[src/rtl/cmp_result_collector.sv]
// -----------------------------------------------------------------------------
// cmp_result_collector
//
// Sits behind the 32-bit comparator. It follows every compare issued to the
// comparator through a LAT-deep valid/tag delay line. When an entry reaches the
// end of the line, it samples the comparator's registered flags and encodes
// them into a 2-bit result. It then pushes {tag, result} into a small
// valid/ready FIFO. Credits are handed back to the issuing stage so that a
// capture always finds room in the FIFO. Saturating per-result counters and a
// sticky error flag for impossible flag patterns are kept alongside.
//
// Ports
//   clk          clock shared with the comparator
//   resetn       asynchronous active-low reset
//   issue_valid  a compare is presented to the comparator this cycle
//   issue_tag    tag of that compare
//   issue_ready  a compare may be issued this cycle (credit available)
//   eq/neq/grt/lss  registered comparator flags
//   rsp_valid    FIFO head valid
//   rsp_ready    consumer accepts the head
//   rsp_tag      tag at the FIFO head
//   rsp_res      result at the FIFO head: 00 EQ, 01 LT, 10 GT, 11 INVALID
//   cnt_eq/lt/gt saturating counts of results pushed into the FIFO
//   cnt_clr      synchronous clear of the three counters (wins over increment)
//   err          sticky, set when an INVALID flag pattern is captured
// -----------------------------------------------------------------------------
module cmp_result_collector #(
    parameter int TAG_W = 4,
    parameter int LAT   = 1,
    parameter int DEPTH = 4,
    parameter int CNT_W = 16
) (
    input  logic             clk,
    input  logic             resetn,
    input  logic             issue_valid,
    input  logic [TAG_W-1:0] issue_tag,
    output logic             issue_ready,
    input  logic             eq,
    input  logic             neq,
    input  logic             grt,
    input  logic             lss,
    output logic             rsp_valid,
    input  logic             rsp_ready,
    output logic [TAG_W-1:0] rsp_tag,
    output logic [1:0]       rsp_res,
    output logic [CNT_W-1:0] cnt_eq,
    output logic [CNT_W-1:0] cnt_lt,
    output logic [CNT_W-1:0] cnt_gt,
    input  logic             cnt_clr,
    output logic             err
);

    localparam int PTR_W = (DEPTH > 1) ? $clog2(DEPTH) : 1;
    localparam int OCC_W = PTR_W + 1;
    // Room for FIFO occupancy plus up to four in-flight compares.
    localparam int SUM_W = OCC_W + 3;

    localparam logic [1:0] RES_EQ  = 2'b00;
    localparam logic [1:0] RES_LT  = 2'b01;
    localparam logic [1:0] RES_GT  = 2'b10;
    localparam logic [1:0] RES_INV = 2'b11;

    // Only the three one-hot-consistent flag patterns are legal results.
    function automatic logic [1:0] enc_flags(input logic f_eq, input logic f_neq,
                                             input logic f_grt, input logic f_lss);
        case ({f_eq, f_neq, f_grt, f_lss})
            4'b1000: return RES_EQ;
            4'b0101: return RES_LT;
            4'b0110: return RES_GT;
            default: return RES_INV;
        endcase
    endfunction

    function automatic logic [CNT_W-1:0] sat_inc(input logic [CNT_W-1:0] v);
        return (&v) ? v : v + CNT_W'(1);
    endfunction

    logic [LAT-1:0]     vld_p;
    logic [TAG_W-1:0]   tag_p [LAT];
    logic [TAG_W+1:0]   mem   [DEPTH];
    logic [PTR_W-1:0]   wr_ptr;
    logic [PTR_W-1:0]   rd_ptr;
    logic [OCC_W-1:0]   occ;
    logic [SUM_W-1:0]   inflight;
    logic [SUM_W-1:0]   credit_used;
    logic [TAG_W+1:0]   head;
    logic [1:0]         cap_res;
    logic               issue_fire;
    logic               push;
    logic               pop;

    // Credits count both stored entries and compares still in the delay line,
    // so every capture is guaranteed a free FIFO slot.
    always_comb begin
        inflight = '0;
        for (int i = 0; i < LAT; i++) begin
            inflight = inflight + SUM_W'(vld_p[i]);
        end
        credit_used = SUM_W'(occ) + inflight;
        issue_ready = credit_used < SUM_W'(DEPTH);
    end

    assign issue_fire = issue_valid & issue_ready;
    assign push       = vld_p[LAT-1];
    assign cap_res    = enc_flags(eq, neq, grt, lss);
    assign rsp_valid  = (occ != '0);
    assign pop        = rsp_valid & rsp_ready;

    // ---- issue -> delay line: stage 0 loads on accept, stages shift each edge
    always_ff @(posedge clk or negedge resetn) begin
        if (!resetn) begin
            vld_p <= '0;
        end else begin
            vld_p[0] <= issue_fire;
            for (int i = 1; i < LAT; i++) begin
                vld_p[i] <= vld_p[i-1];
            end
        end
    end

    always_ff @(posedge clk) begin
        tag_p[0] <= issue_tag;
        for (int i = 1; i < LAT; i++) begin
            tag_p[i] <= tag_p[i-1];
        end
    end

    // ---- delay line -> FIFO: capture flags with the tag at the end of the line
    always_ff @(posedge clk) begin
        if (push) begin
            mem[wr_ptr] <= {tag_p[LAT-1], cap_res};
        end
    end

    always_ff @(posedge clk or negedge resetn) begin
        if (!resetn) begin
            wr_ptr <= '0;
            rd_ptr <= '0;
            occ    <= '0;
        end else begin
            if (push) begin
                wr_ptr <= wr_ptr + PTR_W'(1);
            end
            if (pop) begin
                rd_ptr <= rd_ptr + PTR_W'(1);
            end
            case ({push, pop})
                2'b10:   occ <= occ + OCC_W'(1);
                2'b01:   occ <= occ - OCC_W'(1);
                default: occ <= occ;
            endcase
        end
    end

    // ---- FIFO head -> consumer: outputs read as zero while the FIFO is empty
    assign head    = mem[rd_ptr];
    assign rsp_tag = rsp_valid ? head[TAG_W+1:2] : '0;
    assign rsp_res = rsp_valid ? head[1:0] : 2'b00;

    // ---- statistics and sticky error, updated on each push
    always_ff @(posedge clk or negedge resetn) begin
        if (!resetn) begin
            cnt_eq <= '0;
            cnt_lt <= '0;
            cnt_gt <= '0;
        end else if (cnt_clr) begin
            cnt_eq <= '0;
            cnt_lt <= '0;
            cnt_gt <= '0;
        end else if (push) begin
            case (cap_res)
                RES_EQ:  cnt_eq <= sat_inc(cnt_eq);
                RES_LT:  cnt_lt <= sat_inc(cnt_lt);
                RES_GT:  cnt_gt <= sat_inc(cnt_gt);
                default: ;
            endcase
        end
    end

    always_ff @(posedge clk or negedge resetn) begin
        if (!resetn) begin
            err <= 1'b0;
        end else if (push && (cap_res == RES_INV)) begin
            err <= 1'b1;
        end
    end

`ifndef SYNTHESIS
    // The credit scheme should make this unreachable; a hit means the issuing
    // stage ignored issue_ready.
    capture_into_full_a : assert property (@(posedge clk) disable iff (!resetn)
        !(push && !pop && (occ == OCC_W'(DEPTH))))
        else $error("capture into full result FIFO");
`endif

endmodule

[config.mk]
export PLATFORM = sky130hd
export DESIGN_NAME = cmp_result_collector
export DESIGN_NICKNAME = d
export VERILOG_FILES = /design/src/rtl/cmp_result_collector.sv
export SDC_FILE = /design/constraint.sdc
export NUM_CORES = 1
export LEC_CHECK = 0
export CORE_UTILIZATION = 30
export DETAILED_ROUTE_END_ITERATION = 7
export PLACE_DENSITY_LB_ADDON = 0.25
export SYNTH_ARGS = -nofsm -noshare
export SYNTH_HDL_FRONTEND = slang
export SYNTH_SLANG_ARGS = --single-unit
[constraint.sdc]
create_clock -name clk -period 2.2 [get_ports clk]
set_input_delay 0.22 -clock clk [delete_from_list [all_inputs] [get_ports clk]]
set_output_delay 0.22 -clock clk [all_outputs]
set_load 0.01 [all_outputs]
==> results.md <==
- CP max-delay cell: clkdlybuf4s50_1
- Clock power share: 37.0%
- Crit path buf inv count: 2
- Critical path's top delay family: buffers and inverters
- Share of cells above drive strength 1: 15.3%
- Unrepaired setup endpoints after global routing: no
- DR vias: 3477
- Register share of total power: 42.3%
- Fmax: 470 MHz
- Max cap viols: 0
- Nets: 508
- Largest net degree at the start of global routing: 58
- Fillers: 1341
- I/O Pins: 70
- Status: complete, no violations
- CTS Buf Count: 9
- Sequential share of the synthesized area: 51.9%
- Maximum vdd drop: 378 µV
- Synth warnings: 0
- Top cells by area, synth: dfrtp_1 (33%), edfxtp_1 (17%), a21oi_1 (3.3%), mux4_2 (3.2%), or4_1 (2.5%)
- Vias in the first global route: 3518
- Final clock skew: 6.39 ps
- R2r setup slk: 180 ps
- Number of routed nets with antenna violations: 0
- Sw Share: 25.3%
- Post-synth top flop: dfrtp_1
- Final-report hold violation count: 0
- Synthesized Nets: 413
- Final min period: 2130 ps
- Yosys cell types: 54
- Synth top area share: 33.3%
- WL/cell: 15.6 µm
- Final period utilization: 96.7%
- Crit path largest cell delay: 460 ps
- Die Area: 14800 µm²
- WS Path Type: flip-flop to primary output
- CTS max path bufs: 2
- Worst slack at placement: -36.5 ps
- Gpl congestion: 0.755
- 1st-iter DRT viols: 192
- Die height: 122 µm
- Worst Setup End Kind: primary output
- Initial core utilization: 30.8%
- Final setup viols: 0
- Core area: 13900 µm²
- Antenna violations before repair: 0
- DP Area: 5350 µm²
- IO buf count: 69
- FF+latch count, synth: 85
- DRC violations left: 0
- ANT cells: 0
- Die W: 122 µm
- Area Growth Syn to Fin: 33.4%
- Synth cell count leaders: dfrtp_1 (57), a21oi_1 (28), nand2_1 (27), edfxtp_1 (24), nor2_1 (17)
- Synth Cell Area: 4290 µm²
- H-tree levels: 3
- Post-synth top area cell: dfrtp_1
- Overflow after GRT: 0
- Total track usage: 15.4%
- Combinational fraction of design power: 20.6%
- DR pass1 iterations: 4
- CP cell instances: or3_4 -> buf_4 -> and2_1 -> clkdlybuf4s50_1
- Ys async rst share: 67.1%
- Reg2reg end: cnt_gt[0]
- Arrival @ worst endpoint: 1910 ps
- CTS tree: done
- End of the worst hold path: tag_p[0][2]
- Power per cell area: 782 nW/µm²
- Internal power: 0.00334 W
- Mapped Cells: 391
- Startpoint types: flip-flop
- Slew margin rel.: 57.4%
- Cell depth of the worst hold path: 1
- Post-DP HPWL: 7390 µm
- Clock transition at path regs: 60 ps
- Fin area: 5720 µm²
- CTS root buf: clkbuf_16
- Total power: 0.00447 W
- Hold Crit Class: primary input to flip-flop
- Synth Area per Inst: 11.0 µm²
- Most common cell in the netlist: dfrtp_1
- Max-slew violation count: 0
- HP Start: issue_tag[2]
- TritonCTS Sinks: 85
- Critical path peak fanout: 7
- CP required: 1980 ps
- Sw Pwr: 0.00113 W
- R2R depth: 4
- Via/cell ratio: 5.18
- Actual slew at the worst max-slew pin: 637 ps
- Clock latency at the later pin of the worst-skew pair: 340 ps
- Worst r2r src: cnt_gt[6]
- First-pass GRT wire length: 17600 µm
- Post-synth EDFFs: 24
- Final WS setup: 73.7 ps
- # rows: 43
- Leak: 2.18 nW
- WL final: 10500 µm
-- logic make-up (layout without fill, tap and decap cells) --
group                      Yosys count  in the layout  synth area share (%)
adders and majority gates            9              9                  2.80
muxes                               17             17                  6.07
xor gates and xnor gates            10             10                  2.04
and+or+nand+nor                    164            164                  23.0
buffers and inverters               28            128                  2.51
DFF                                 85             85                  51.9
AOI/OAI and AO/OA                   78             78                  11.6
-- what timing repair did --
item,CTS,global route
endpoints found under the hold margin,57,0
pin swaps,0,0
cloned,0,0
buffers inserted,3,1
hold buffers,1,0
setup endpoints to repair,6,3
resized for setup,5,1
-- layout make-up --
type	instances	area, µm²	area share, %
flip-flops and latches	85	2230	39.0
multi-input cells	278	1960	34.2
repair buffers	103	946	16.5
clock buffers	13	260	4.55
well taps	180	225	3.94
clock inverters	3	67.6	1.18
inverters	9	33.8	0.591
-- power by group through the flow --
stage | registers, W | logic, W | clock network (W)
floorplan | 0.00185 | 0.000585 | 0
global placement | 0.00193 | 0.000865 | 0
detailed placement | 0.00194 | 0.000898 | 0
CTS | 0.00190 | 0.000912 | 0.00171
global route | 0.00191 | 0.00104 | 0.00175
finish | 0.00189 | 0.000923 | 0.00166
-- how the worst max path moves through the flow --
stage               from         end  slack, ps  depth (start not counted)
6_report          occ[0]  rsp_tag[1]         70                          4
5_1_grt        rd_ptr[0]  rsp_tag[1]          5                          3
4_1_cts        rd_ptr[0]  rsp_tag[0]          4                          3
3_5_place_dp         neq  cnt_lt[14]        -40                          5
3_3_place_gp         neq  cnt_lt[12]         10                          5
2_1_floorplan     occ[1]      occ[1]        210                          7
-- metal layers --
| metal | track usage (%) | vias up | part of all wire [%] |
|---|---|---|---|
| met5 | 0 | - | 0 |
| met3 | 3.60 | 12 | 4.6 |
| met2 | 26.3 | 78 | 49 |
| li1 | - | 1675 | - |
| met4 | 5.48 | 0 | 1.5 |
| met1 | 19.0 | 1712 | 45 |
-- metrics by stage --
stage / util (%) / setup TNS (ps) / hold WS (ps) / cells
after floorplan: - / 0 / -75.6 / 391
after global placement: 38.4 / 0 / 257 / 650
after detailed placement: 38.4 / -81.7 / 256 / 650
after CTS: 41.0 / 0 / 320 / 670
after global routing: 41.0 / 0 / 328 / 671
final: 41.0 / 0 / 332 / 671
-- worst reg2reg max path, stage by stage (launching register included) --
cell and delay (ps):
dfrtp_1 420, nand4_1 190, or4_1 730, and3_4 270, mux2_4 290
-- flip-flops by register name (all words and copies together) (netlist names) --
name / flops
rd_ptr: 2
cnt_gt: 16
cnt_lt: 16
occ: 3
cnt_eq: 16
wr_ptr: 2
push: 1
mem: 24
tag_p: 4
err: 1
-- cell usage in the layout, fill, tap and decap left out, types with 7 or more instances in the layout --
cell type	Yosys	final
nand2_1	27	27
buf_4	0	32
nand4_1	11	11
mux2_2	8	8
and3_1	7	7
o31ai_1	12	12
ha_1	8	8
dfrtp_1	57	56
clkbuf_16	0	9
o21ai_0	12	12
nor2_1	17	17
nand3_1	16	16
edfxtp_1	24	24
and2_1	15	15
clkdlybuf4s50_1	0	63
nor3_1	8	8
and4_1	10	10
nor2b_1	8	8
a21oi_1	28	28
xor2_1	7	7
or4_1	14	14
inv_1	9	9
Power figures use the tool's default switching activity.
